[src/rtl/serv_rf_serdes.sv]
// serv_rf_serdes: bit-serial <-> word-parallel adapter between the SERV core's
// serial register-file ports and a width-wide register RAM (1-cycle read latency).
//
// Ports:
//   i_clk, i_rst          clock, synchronous active-high reset
//   i_rreq                read request pulse (sampled while idle)
//   i_rreg0 / i_rreg1     rs1 / rs2 index, stable for the whole read
//   o_ready               one-cycle pulse, serial read data follows next cycle
//   o_rdata0 / o_rdata1   rs1 / rs2 serial bits, LSB first
//   i_wen, i_wreg, i_wdata  serial rd write bit, rd index, rd bit
//   o_waddr, o_wdata, o_wen RAM write port
//   o_raddr, o_ren        RAM read port
//   i_rdata               RAM read data, valid one cycle after o_ren
module serv_rf_serdes #(
    parameter int unsigned width    = 8,
    parameter int unsigned csr_regs = 4,
    parameter int unsigned depth    = 32*(32+csr_regs)/width,
    parameter int unsigned aw       = $clog2(depth),
    parameter int unsigned rw       = aw-(5-$clog2(width))
) (
    input  logic             i_clk,
    input  logic             i_rst,
    input  logic             i_rreq,
    input  logic [rw-1:0]    i_rreg0,
    input  logic [rw-1:0]    i_rreg1,
    output logic             o_ready,
    output logic             o_rdata0,
    output logic             o_rdata1,
    input  logic             i_wen,
    input  logic [rw-1:0]    i_wreg,
    input  logic             i_wdata,
    output logic [aw-1:0]    o_waddr,
    output logic [width-1:0] o_wdata,
    output logic             o_wen,
    output logic [aw-1:0]    o_raddr,
    output logic             o_ren,
    input  logic [width-1:0] i_rdata
);

    localparam int unsigned LW       = $clog2(width);
    localparam int unsigned SW       = 5 - LW;
    localparam logic [4:0]  OFF_MASK = 5'(width - 1);
    localparam logic [4:0]  OFF_LAST = 5'(width - 1);
    localparam logic [4:0]  LAST_WORD = 5'(32/width - 1);

    typedef enum logic [2:0] {IDLE, PRE0, PRE1, PRE2, STREAM} state_t;

    // RAM address of word w of register r
    function automatic logic [aw-1:0] ram_addr(input logic [rw-1:0] r, input logic [4:0] w);
        return (aw'(r) << SW) | aw'(w);
    endfunction

    state_t            state_q, state_d;
    logic [4:0]        rcnt_q, rcnt_d;
    logic [width-1:0]  shift0_q, shift0_d, shift1_q, shift1_d;
    logic [width-1:0]  hold0_q, hold0_d, hold1_q, hold1_d;
    logic              ready_q, ready_d;
    logic              ren_q, ren_d;
    logic [aw-1:0]     raddr_q, raddr_d;
    logic              rdata0_q, rdata0_d, rdata1_q, rdata1_d;

    logic [4:0]        word_q, off_q, word_d, off_d;

    logic [4:0]        wcnt_q, wcnt_d;
    logic [width-1:0]  acc_q, acc_d;
    logic              wen_q, wen_d;
    logic [aw-1:0]     waddr_q, waddr_d;
    logic [width-1:0]  wdata_q, wdata_d;

    assign word_q = rcnt_q >> LW;
    assign off_q  = rcnt_q & OFF_MASK;
    assign word_d = rcnt_d >> LW;
    assign off_d  = rcnt_d & OFF_MASK;

    // Read FSM state register and read-side datapath registers
    always_ff @(posedge i_clk) begin
        if (i_rst) begin
            state_q  <= IDLE;
            rcnt_q   <= '0;
            shift0_q <= '0;
            shift1_q <= '0;
            hold0_q  <= '0;
            hold1_q  <= '0;
            ready_q  <= 1'b0;
            ren_q    <= 1'b0;
            raddr_q  <= '0;
            rdata0_q <= 1'b0;
            rdata1_q <= 1'b0;
        end else begin
            state_q  <= state_d;
            rcnt_q   <= rcnt_d;
            shift0_q <= shift0_d;
            shift1_q <= shift1_d;
            hold0_q  <= hold0_d;
            hold1_q  <= hold1_d;
            ready_q  <= ready_d;
            ren_q    <= ren_d;
            raddr_q  <= raddr_d;
            rdata0_q <= rdata0_d;
            rdata1_q <= rdata1_d;
        end
    end

    // Read FSM next state and shift/hold datapath
    always_comb begin
        state_d  = state_q;
        rcnt_d   = rcnt_q;
        shift0_d = shift0_q;
        shift1_d = shift1_q;
        hold0_d  = hold0_q;
        hold1_d  = hold1_q;
        unique case (state_q)
            IDLE: begin
                if (i_rreq) state_d = PRE0;
            end
            PRE0: begin
                state_d = PRE1;
            end
            PRE1: begin
                state_d  = PRE2;
                shift0_d = i_rdata;
            end
            PRE2: begin
                state_d  = STREAM;
                shift1_d = i_rdata;
                rcnt_d   = '0;
            end
            STREAM: begin
                rcnt_d = rcnt_q + 5'd1;
                if (off_q == OFF_LAST) begin
                    shift0_d = hold0_q;
                    shift1_d = hold1_q;
                end else begin
                    shift0_d = {1'b0, shift0_q[width-1:1]};
                    shift1_d = {1'b0, shift1_q[width-1:1]};
                end
                // Prefetched words arrive one cycle after their o_ren slots
                if (word_q != LAST_WORD && off_q == 5'd1) hold0_d = i_rdata;
                if (word_q != LAST_WORD && off_q == 5'd2) hold1_d = i_rdata;
                if (rcnt_q == 5'd31) state_d = IDLE;
            end
            default: begin
                state_d = IDLE;
            end
        endcase
    end

    // Read-side outputs, decoded from the next state so they leave registers
    always_comb begin
        ready_d  = (state_d == PRE2);
        ren_d    = 1'b0;
        raddr_d  = raddr_q;
        rdata0_d = (state_d == STREAM) ? shift0_d[0] : 1'b0;
        rdata1_d = (state_d == STREAM) ? shift1_d[0] : 1'b0;
        unique case (state_d)
            PRE0: begin
                ren_d   = 1'b1;
                raddr_d = ram_addr(i_rreg0, 5'd0);
            end
            PRE1: begin
                ren_d   = 1'b1;
                raddr_d = ram_addr(i_rreg1, 5'd0);
            end
            STREAM: begin
                if (word_d != LAST_WORD && off_d == 5'd0) begin
                    ren_d   = 1'b1;
                    raddr_d = ram_addr(i_rreg0, 5'(word_d + 5'd1));
                end else if (word_d != LAST_WORD && off_d == 5'd1) begin
                    ren_d   = 1'b1;
                    raddr_d = ram_addr(i_rreg1, 5'(word_d + 5'd1));
                end
            end
            default: begin
                ren_d = 1'b0;
            end
        endcase
    end

    // Write-side registers
    always_ff @(posedge i_clk) begin
        if (i_rst) begin
            wcnt_q  <= '0;
            acc_q   <= '0;
            wen_q   <= 1'b0;
            waddr_q <= '0;
            wdata_q <= '0;
        end else begin
            wcnt_q  <= wcnt_d;
            acc_q   <= acc_d;
            wen_q   <= wen_d;
            waddr_q <= waddr_d;
            wdata_q <= wdata_d;
        end
    end

    // Serial-to-word assembly; x0 writes are assembled but never committed
    always_comb begin
        wcnt_d  = wcnt_q;
        acc_d   = acc_q;
        wen_d   = 1'b0;
        waddr_d = waddr_q;
        wdata_d = wdata_q;
        if (i_wen) begin
            wcnt_d = wcnt_q + 5'd1;
            acc_d  = {i_wdata, acc_q[width-1:1]};
            if ((wcnt_q & OFF_MASK) == OFF_LAST) begin
                wen_d   = (i_wreg != '0);
                wdata_d = acc_d;
                waddr_d = ram_addr(i_wreg, wcnt_q >> LW);
            end
        end
    end

    assign o_ready  = ready_q;
    assign o_rdata0 = rdata0_q;
    assign o_rdata1 = rdata1_q;
    assign o_ren    = ren_q;
    assign o_raddr  = raddr_q;
    assign o_wen    = wen_q;
    assign o_waddr  = waddr_q;
    assign o_wdata  = wdata_q;

endmodule

[config.mk]
export PLATFORM = sky130hd
export DESIGN_NAME = serv_rf_serdes
export DESIGN_NICKNAME = d
export VERILOG_FILES = /design/src/rtl/serv_rf_serdes.sv
export SDC_FILE = /design/constraint.sdc
export NUM_CORES = 1
export LEC_CHECK = 0
export BUFFER_PORTS_ARGS = -buffer_cell sky130_fd_sc_hd__buf_2
export CAP_MARGIN = 10
export CORE_UTILIZATION = 40
export CTS_CLUSTER_DIAMETER = 100
export DETAILED_ROUTE_END_ITERATION = 6
export GPL_ROUTABILITY_DRIVEN = 1
export GPL_TIMING_DRIVEN = 0
export HOLD_SLACK_MARGIN = 0.15
export PLACE_DENSITY = 0.73
export SLEW_MARGIN = 20
export SYNTH_ARGS = -nofsm -noshare
export SYNTH_HDL_FRONTEND = slang
export SYNTH_SLANG_ARGS = --single-unit
[constraint.sdc]
create_clock -name i_clk -period 2.7 [get_ports i_clk]
set_input_delay 0.405 -clock i_clk [delete_from_list [all_inputs] [get_ports i_clk]]
set_output_delay 0.405 -clock i_clk [all_outputs]
set_load 0.01 [all_outputs]
==> results.sh, run 1 <==
export IMPL_outcome="finished clean"
export IMPL_area_growth_syn_to_layout_pct=20.2
export IMPL_drt_iter0_markers=177
export IMPL_ys_async_sr_fraction=0
export IMPL_crit_buf_inv=1
export IMPL_hp_start="i_wreg[2]"
export IMPL_clock_fmax_mhz=400
export IMPL_grt_pass1_wl_mm=14.3
export IMPL_drt_first_pass_iters=7
export IMPL_synthTopCellsByArea="dfxtp_1, mux2i_1, nor2_1"
export IMPL_drc_errors=0
export IMPL_ys_seq_elements=81
export IMPL_finalCritPeriodShare=0.927
export IMPL_root_buffer="clkbuf_8"
export IMPL_setup_viol=0
export IMPL_hold_path_class="in2reg"
export IMPL_multiInputGateArea_mm2=0.00176
export IMPL_fin_crit_ns=2.50
export IMPL_holdBufCountCts=0
export IMPL_rsz0062_at_grt="false"
export IMPL_cts_tree="done"
export IMPL_power_switching_mw=0.675
export IMPL_n_fill_cell=780
export IMPL_grt_pass1_vias=3113
export IMPL_yosysTopAreaCell="dfxtp_1"
export IMPL_vias=3089
export IMPL_max_cap_viol_count=0
export IMPL_regArea_mm2=0.00163
export IMPL_syn_inst=393
export IMPL_synth_cell_types=47
export IMPL_design_area_mm2=0.00418
export IMPL_p_int_mw=1.80
export IMPL_grt_max_degree=16
export IMPL_finalHoldViolCount=0
export IMPL_clk_pin_slew_ns=0.09
export IMPL_die_w_um=95.3
export IMPL_vdd_drop_max_mv=0.331
export IMPL_arrival_ns=2.76
export IMPL_grt_overflow=0
export IMPL_crit_family="compound AO/OA/AOI/OAI gates"
export IMPL_coreArea_mm2=0.00830
export IMPL_p_sw_frac=0.272
export IMPL_synth_edff_count=0
export IMPL_crit_path_frequent_cell="ha_1"
export IMPL_totalWireLength_mm=8.31
export IMPL_timing_rr_start="rcnt_q[0]"
export IMPL_worst_pin_slew_ns=0.678
export IMPL_cp_data_required_time_ns=2.96
export IMPL_final_cell_mix="dfxtp_1, buf_2, nor2_1, nand2_1, a21oi_1"
export IMPL_cp_end_kind="flip-flop"
export IMPL_antenna_cells=0
export IMPL_clock_sinks=81
export IMPL_track_usage=0.200
export IMPL_numPortBuffers=58
export IMPL_clock_skew_ns=0.0174
export IMPL_clk_latency_ns=0.36
export IMPL_worst_slew_margin_rel=0.548
export IMPL_crit_start="rcnt_q[0]"
export IMPL_htree_levels=3
export IMPL_cts_buffers=9
export IMPL_powerDensity_mw_per_mm2=592
export IMPL_syn_nets=432
export IMPL_gp_congestion=0.806
export IMPL_path_class="reg2reg"
export IMPL_fin_total_pwr_mw=2.48
export IMPL_wire_per_inst_um=14.4
export IMPL_pin_count=60
export IMPL_combinationalPowerShare=0.126
export IMPL_ant_nets=0
export IMPL_power_frac_seq=0.510
export IMPL_synthesis_area_mm2=0.00348
export IMPL_ys_warn_count=0
export IMPL_crit_slowest_cell="dfxtp_2"
export IMPL_holdWs_ns=0.291
export IMPL_initial_core_util=0.419
export IMPL_slew_viol_final=0
export IMPL_finish_net_count=505
export IMPL_antenna_found_initial=0
export IMPL_avgSynthCellArea_um2=8.86
export IMPL_layout_commonest_cell="dfxtp_1"
export IMPL_path_max_fanout=10
export IMPL_critPathLaunchType="flip-flop"
export IMPL_max_stage_delay_ns=0.37
export IMPL_drive_above_1_share=0.225
export IMPL_worstPathCellList="ha_1 > and3_1 > ha_1 > a22o_1 > ha_2 > a2111oi_4 > a31o_4 > buf_6 > nor2_2 > a311oi_2"
export IMPL_fp_row_count=33
export IMPL_leakage_nw=1.59
export IMPL_via_per_inst=5.36
export IMPL_synth_top_area_share=0.466
export IMPL_die_area_mm2=0.00908
export IMPL_p_clk_frac=0.363
export IMPL_seq_area_frac_synth=0.466
export IMPL_hpwl_mm=5.97
export IMPL_placed_cell_area_mm2=0.00390
export IMPL_die_h_um=95.3
export IMPL_synthFlopType="dfxtp_1"
export IMPL_clockBufferDepth=2
==> routing by layer <==
| metal | wire length (um) | share of wire | vias to the layer above | global-route usage |
|---|---|---|---|---|
| met3 | 540 | 0.065 | 14 | 0.0447 |
| met2 | 3940 | 0.47 | 97 | 0.333 |
| met4 | 123 | 0.015 | 0 | 0.0745 |
| met1 | 3700 | 0.45 | 1452 | 0.251 |
| met5 | 0 | 0 | - | 0 |
| li1 | - | - | 1526 | - |
==> state kept, by name, indices dropped and copies added, names as in the netlist, 7 cells and up <==
register,flops
o_wdata,8
o_raddr,8
o_waddr,8
acc_q,7
hold0_q,8
shift0_q,8
shift1_q,8
hold1_q,8
==> final cells by class <==
class / instances / share of cell area
Buffer: 26 / 0.0311
Tap cell: 105 / 0.0314
Timing Repair Buffer: 62 / 0.0766
Sequential cell: 81 / 0.389
Inverter: 5 / 0.00449
Multi-Input combinational cell: 281 / 0.420
Clock buffer: 9 / 0.0296
Clock inverter: 7 / 0.0182
==> Yosys cell counts, drive strengths merged (5+ instances only) <==
cell type / number
clkbuf: 15
buf: 11
nand2: 56
nor2: 60
a21oi: 38
dfxtp: 81
mux2i: 24
ha: 8
a311oi: 5
a221oi: 14
nand3: 26
inv: 5
nor2b: 6
==> per-stage QoR <==
stage / setup WS, ns / util / setup TNS (ns) / std cells
final: 0.198 / 0.504 / 0 / 576
after global placement: -0.509 / 0.470 / -3.47 / 556
after global routing: 0.0259 / 0.504 / 0 / 576
after floorplan: 0.0551 / - / 0 / 393
after detailed placement: -0.560 / 0.470 / -3.97 / 556
after CTS: 0.0142 / 0.500 / 0 / 573
==> power groups by stage <==
stage	clock (mW)	sequential (mW)	combinational, mW
2_1_floorplan	0	1.29	0.191
3_3_place_gp	0	1.29	0.285
3_5_place_dp	0	1.29	0.291
4_1_cts	0.909	1.26	0.304
5_1_grt	0.964	1.27	0.345
6_report	0.900	1.26	0.313
==> kinds of logic (layout without fill, tap and decap cells) <==
kind of cell	Yosys count	count (layout)	synth area share
flip-flops	81	81	0.466
AND/OR/NAND/NOR	170	170	0.224
XOR/XNOR	4	4	0.0101
adder cells (fa/ha/maj)	8	8	0.0288
buffers and inverters	31	109	0.0392
AO/OA/AOI/OAI	75	75	0.164
multiplexers	24	24	0.0690
==> tightest hold or removal path, cell delays in order <==
cell and delay, ns:
buf_2 0.10, nand2_1 0.05, a21oi_1 0.05
==> path summary, 6_finish.rpt <==
check	slack (ns)	endpoint	cells after the start
setup reg to reg	0.20	o_raddr[5]	10
hold / removal	0.29	o_waddr[4]	3
hold reg to reg	0.45	o_raddr[1]	2
setup / recovery	0.20	o_raddr[5]	10
==> repair_timing <==
| action | 4_1_cts | 5_1_grt |
|---|---|---|
| setup endpoints to repair | 9 | 15 |
| resized for setup | 9 | 6 |
| setup buffers | 1 | 3 |
| endpoints found under the hold margin | 0 | 0 |
| pin swaps | 0 | 3 |
Power figures use the tool's default switching activity.
==> run 2: changes to the inputs <==
--- a/config.mk
+++ b/config.mk
@@ -13,7 +13,6 @@
 export GPL_ROUTABILITY_DRIVEN = 1
 export GPL_TIMING_DRIVEN = 0
 export HOLD_SLACK_MARGIN = 0.15
-export PLACE_DENSITY = 0.73
 export SLEW_MARGIN = 20
 export SYNTH_ARGS = -nofsm -noshare
 export SYNTH_HDL_FRONTEND = slang
==> constraint.sdc (replaced) <==
create_clock -name i_clk -period 2.4 [get_ports i_clk]
set_input_delay 0.36 -clock i_clk [delete_from_list [all_inputs] [get_ports i_clk]]
set_output_delay 0.36 -clock i_clk [all_outputs]
set_load 0.01 [all_outputs]
==> run 2 against run 1 <==
Against the previous run:
- the flow now finishes with violations (setup timing)
- global-route usage up 0.98 points
- critical path type unchanged
- highest routed layer unchanged
- critical path depth unchanged
- maximum frequency up 3.4%
==> results.sh, run 2 (synthesis results as in run 1) <==
export IMPL_outcome="finished with violations"
export IMPL_violations="setup timing"
export IMPL_clk_latency_ns=0.36
export IMPL_crit_start="rcnt_q[1]"
export IMPL_die_area_mm2=0.00908
export IMPL_htree_levels=3
export IMPL_path_max_fanout=6
export IMPL_antenna_found_initial=0
export IMPL_critical_path_endpoint="o_raddr[7]"
export IMPL_max_stage_delay_ns=0.40
export IMPL_p_int_mw=2.10
export IMPL_cp_data_required_time_ns=2.67
export IMPL_via_per_inst=5.34
export IMPL_fin_total_pwr_mw=2.91
export IMPL_holdWs_ns=0.236
export IMPL_grt_overflow=0
export IMPL_grt_pass1_vias=3010
export IMPL_max_cap_viol_count=0
export IMPL_fp_row_count=33
export IMPL_worstPathCellList="ha_4 > and3_4 > ha_4 > a22o_1 > ha_4 > a2111oi_4 > a31o_4 > buf_6 > nor2_1 > a311oi_1"
export IMPL_hold_path_class="in2reg"
export IMPL_combinationalPowerShare=0.152
export IMPL_fin_crit_ns=2.42
export IMPL_timing_rr_start="rcnt_q[1]"
export IMPL_cp_depth=10
export IMPL_power_switching_mw=0.806
export IMPL_regToRegEndpoint="o_raddr[7]"
export IMPL_hpwl_mm=6.06
export IMPL_gp_congestion=0.800
export IMPL_crit_buf_inv=1
export IMPL_finish_net_count=520
export IMPL_vdd_drop_max_mv=0.353
export IMPL_rsz0062_at_grt="true"
export IMPL_drt_first_pass_iters=5
export IMPL_preCtsSetupSlack_ns=-0.474
export IMPL_holdBufCountCts=0
export IMPL_area_growth_syn_to_layout_pct=27.4
export IMPL_clock_fmax_mhz=413
export IMPL_ant_nets=0
export IMPL_r2r_slack_ns=-0.02
export IMPL_p_sw_frac=0.277
export IMPL_clk_pin_slew_ns=0.10
export IMPL_totalWireLength_mm=9.01
export IMPL_clock_sinks=81
export IMPL_powerDensity_mw_per_mm2=655
export IMPL_drc_errors=0
export IMPL_finalHoldViolCount=0
export IMPL_worst_pin_slew_ns=0.703
export IMPL_cts_buffers=9
export IMPL_drt_iter0_markers=109
export IMPL_setup_ws_ns=-0.0189
export IMPL_crit_path_frequent_cell="ha_4"
export IMPL_grt_max_degree=17
export IMPL_critPathLaunchType="flip-flop"
export IMPL_slew_viol_final=0
export IMPL_leakage_nw=1.68
export IMPL_vias=3153
export IMPL_arrival_ns=2.69
export IMPL_initial_core_util=0.419
export IMPL_crit_slowest_cell="dfxtp_2"
export IMPL_setup_viol=6
export IMPL_coreArea_mm2=0.00830
export IMPL_pin_count=60
export IMPL_die_h_um=95.3
export IMPL_track_usage=0.209
export IMPL_grt_pass1_wl_mm=14.6
export IMPL_root_buffer="clkbuf_8"
export IMPL_p_clk_frac=0.360
export IMPL_antenna_cells=0
export IMPL_power_frac_seq=0.488
export IMPL_clockBufferDepth=2
export IMPL_drive_above_1_share=0.265
export IMPL_die_w_um=95.3
export IMPL_cp_end_kind="flip-flop"
export IMPL_crit_family="compound AO/OA/AOI/OAI gates"
export IMPL_tns_ns=-0.0887
export IMPL_layout_commonest_cell="dfxtp_1"
export IMPL_final_cell_mix="dfxtp_1, buf_2, nor2_1, nand2_1, a21oi_1"
export IMPL_numPortBuffers=58
export IMPL_clock_skew_ns=0.0101
export IMPL_worst_slew_margin_rel=0.531
export IMPL_wire_per_inst_um=15.3
export IMPL_path_class="reg2reg"
export IMPL_ff2ff_path_depth=10
export IMPL_finalCritPeriodShare=1.01
export IMPL_cts_tree="done"
==> run 2: layout make-up <==
type	count	area [um^2]
Clock inverter	7	85.1
Multi-Input combinational cell	281	1820
Tap cell	105	131
Buffer	26	153
Sequential cell	81	1640
Timing Repair Buffer	77	468
Inverter	5	18.8
Clock buffer	9	124
Fill cell	785	3860
==> run 2: layer usage <==
metal / vias up / part of all wire / GRT usage
met1: 1511 / 0.46 / 0.268
li1: 1556 / - / -
met4: 0 / 0.011 / 0.0606
met2: 74 / 0.48 / 0.342
met3: 12 / 0.053 / 0.0606
met5: - / 0 / 0
==> run 2: worst reg2reg max path, cell delays in order (launching register included) <==
cell and delay (ns):
dfxtp_2 0.40, ha_4 0.16, and3_4 0.20, ha_4 0.20, a22o_1 0.28, ha_4 0.20
a2111oi_4 0.35, a31o_4 0.21, buf_6 0.12, nor2_1 0.03, a311oi_1 0.19
==> run 2: what timing repair did <==
item / CTS / global route
pin swaps: 13 / 3
endpoints found under the setup margin: 17 / 8
setup buffers: 16 / 2
resized for setup: 33 / 4
cloned: 1 / 0
endpoints found under the hold margin: 0 / 0
==> run 2: worst min-delay path by stage <==
stage	startpoint	to	slack, ns	cells past startpoint
after floorplan	acc_q[1]	o_wdata[0]	0.43	2
after global placement	o_raddr[1]	o_raddr[1]	0.44	2
after detailed placement	o_raddr[0]	o_raddr[0]	0.45	2
after CTS	i_wreg[5]	o_waddr[7]	0.21	3
after global routing	i_wreg[1]	o_waddr[3]	0.23	3
final	i_wreg[1]	o_waddr[3]	0.24	3
==> run 2: power by group through the flow <==
stage	clock network, mW	registers [mW]	logic, mW
floorplan	0	1.45	0.224
CTS	1.09	1.42	0.428
detailed placement	0	1.45	0.341
global placement	0	1.45	0.338
finish	1.05	1.42	0.441
global route	1.14	1.42	0.478
==> run 2: through the flow <==
stage	instances	utilization	area (um^2)
3_3_place_gp	556	0.474	3930
4_1_cts	589	0.531	4400
5_1_grt	591	0.534	4430
2_1_floorplan	393	-	3510
3_5_place_dp	556	0.474	3930
6_report	591	0.534	4430
==> run 3: changes to the inputs <==
--- a/config.mk
+++ b/config.mk
@@ -7,6 +7,7 @@
 export LEC_CHECK = 0
 export BUFFER_PORTS_ARGS = -buffer_cell sky130_fd_sc_hd__buf_2
 export CAP_MARGIN = 10
+export CORE_MARGIN = 2
 export CORE_UTILIZATION = 40
 export CTS_CLUSTER_DIAMETER = 100
 export DETAILED_ROUTE_END_ITERATION = 6
==> run 3 against run 2 <==
Against the previous run:
- first-iteration DRC count rose by 6.4%
- clock-buffer cell count did not move
- final cell count rose by 1.2%
- clock skew rose by 0.00084 ns
- critical path depth rose by 1
- combinational power barely moved
- sequential share of layout area fell by 0.051 points
- sequential power barely moved
- setup slack got worse by 0.0028 ns
- power fell by 1.8%
- the run still ends with setup timing left
- maximum frequency fell by 0.12%
==> results.sh, run 3 (synthesis results as in run 1) <==
export IMPL_leakage_nw=1.71
export IMPL_r2r_slack_ns=-0.02
export IMPL_setup_viol=3
export IMPL_clock_skew_ns=0.0110
export IMPL_layout_commonest_cell="dfxtp_1"
export IMPL_track_usage=0.195
export IMPL_path_class="reg2reg"
export IMPL_hold_path_class="in2reg"
export IMPL_power_frac_seq=0.497
export IMPL_p_clk_frac=0.349
export IMPL_initial_core_util=0.405
export IMPL_cp_end_kind="flip-flop"
export IMPL_fin_crit_ns=2.42
export IMPL_crit_path_frequent_cell="buf_8"
export IMPL_final_cell_mix="dfxtp_1, buf_2, nor2_1, nand2_1, a21oi_1"
export IMPL_clock_sinks=81
export IMPL_coreArea_mm2=0.00859
export IMPL_stdcell_count=598
export IMPL_worst_slew_margin_rel=0.512
export IMPL_critPathLaunchType="flip-flop"
export IMPL_gp_congestion=0.778
export IMPL_placed_cell_area_mm2=0.00393
export IMPL_hp_start="i_wreg[3]"
export IMPL_die_h_um=97.3
export IMPL_worst_pin_slew_ns=0.729
export IMPL_setup_ws_ns=-0.0217
export IMPL_fp_row_count=34
export IMPL_cts_buffers=9
export IMPL_path_max_fanout=5
export IMPL_hold_end="o_waddr[5]"
export IMPL_cp_depth=11
export IMPL_cts_tree="done"
export IMPL_crit_start="state_q[1]"
export IMPL_crit_buf_inv=4
export IMPL_die_w_um=97.3
export IMPL_grt_max_degree=15
export IMPL_finalHoldViolCount=0
export IMPL_crit_slowest_cell="dfxtp_4"
export IMPL_clk_pin_slew_ns=0.09
export IMPL_outcome="finished with violations"
export IMPL_cp_data_required_time_ns=2.61
export IMPL_crit_family="compound AO/OA/AOI/OAI gates"
export IMPL_drc_errors=0
export IMPL_totalWireLength_mm=8.93
export IMPL_max_stage_delay_ns=0.37
export IMPL_antenna_cells=0
export IMPL_ant_nets=0
export IMPL_drt_iter0_markers=116
export IMPL_antenna_found_initial=0
export IMPL_power_switching_mw=0.776
export IMPL_drt_first_pass_iters=4
export IMPL_die_area_mm2=0.00946
export IMPL_regToRegEndpoint="o_raddr[2]"
export IMPL_area_growth_syn_to_layout_pct=27.9
export IMPL_finalCritPeriodShare=1.01
export IMPL_drive_above_1_share=0.271
export IMPL_violations="setup timing"
export IMPL_ff2ff_path_depth=11
export IMPL_vias=3128
export IMPL_clock_fmax_mhz=413
export IMPL_max_cap_viol_count=0
export IMPL_worstPathCellList="buf_8 > nor3b_4 > mux2i_1 > a21oi_2 > inv_1 > ha_4 > a2111oi_4 > a31o_4 > buf_8 > buf_4 > a311oi_1"
export IMPL_timing_rr_start="state_q[1]"
export IMPL_root_buffer="clkbuf_8"
export IMPL_whs_path_depth=3
export IMPL_numPortBuffers=58
export IMPL_vdd_drop_max_mv=0.410
export IMPL_grt_pass1_wl_mm=15.1
export IMPL_wire_per_inst_um=14.9
export IMPL_clk_latency_ns=0.36
export IMPL_combinationalPowerShare=0.154
export IMPL_via_per_inst=5.23
export IMPL_grt_overflow=0
export IMPL_rsz0062_at_grt="true"
export IMPL_finish_net_count=524
export IMPL_pin_count=60
export IMPL_clockBufferDepth=2
export IMPL_design_area_mm2=0.00445
export IMPL_powerDensity_mw_per_mm2=641
export IMPL_hpwl_mm=6.07
export IMPL_arrival_ns=2.63
export IMPL_p_int_mw=2.08
export IMPL_slew_viol_final=0
export IMPL_htree_levels=3
export IMPL_grt_pass1_vias=3078
export IMPL_dpl_cell_count=559
export IMPL_p_sw_frac=0.272
-- run 3: cell types whose count changed in the layout (fill, tap and decap cells not counted), moves of 2 or more --
cell | before | now
buf_4 | 14 | 21
buf_6 | 5 | 2
clkinv_2 | 0 | 3
inv_8 | 2 | 0
-- run 3: worst max-delay path by stage --
stage                       to  slack, ns
floorplan           o_raddr[4]       0.04
global placement    o_raddr[4]      -0.45
detailed placement  o_raddr[4]      -0.43
CTS                 o_raddr[2]     -0.001
global route        o_raddr[4]      -0.13
finish              o_raddr[2]      -0.02
-- run 3: per-layer routing --
layer	up-vias	GRT usage	wire length (um)
met3	11	0.0424	473
met5	-	0	0
met4	0	0.0598	119
li1	1564	-	-
met1	1485	0.262	4170
met2	68	0.315	4170
-- run 3: metrics by stage --
step / total power, mW / hold slack [ns] / util / setup slack [ns] / TNS [ns]
5_1_grt: 2.97 / 0.238 / 0.518 / -0.130 / -0.811
3_3_place_gp: 1.79 / 0.440 / 0.458 / -0.454 / -4.06
3_5_place_dp: 1.79 / 0.447 / 0.458 / -0.428 / -4.44
6_report: 2.85 / 0.239 / 0.518 / -0.0217 / -0.0440
4_1_cts: 2.86 / 0.231 / 0.514 / -0.00149 / -0.00149
2_1_floorplan: 1.68 / 0.431 / - / 0.0416 / 0
-- run 3: power by group through the flow --
stage                     Combinational (mW)  Sequential [mW]  Clock (mW)
after floorplan                        0.224             1.45           0
after global placement                 0.337             1.45           0
after detailed placement               0.343             1.45           0
after CTS                              0.429             1.42        1.02
after global routing                   0.477             1.42        1.08
final                                  0.440             1.42       0.996
-- run 3: final cells by class --
type,count,area (um^2)
Sequential cell,81,1640
Clock inverter,7,70.1
Inverter,5,18.8
Clock buffer,9,124
Multi-Input combinational cell,281,1820
Buffer,26,153
Timing Repair Buffer,81,487
Fill cell,828,4140
Tap cell,108,135
-- run 3: tightest hold or removal path: cells and delay by family --
| kind | cells | cell delay, ns |
|---|---|---|
| compound gates | 1 | 0.05 |
| buf+inv | 1 | 0.10 |
| simple gates | 1 | 0.05 |
-- run 3: timing repair --
action | CTS | global route
pin swaps | 12 | 5
hold buffers | 0 | 0
gates resized for setup | 34 | 2
hold endpoints to repair | 0 | 0
setup buffers | 19 | 3
endpoints found under the setup margin | 17 | 8
cloned | 1 | 0
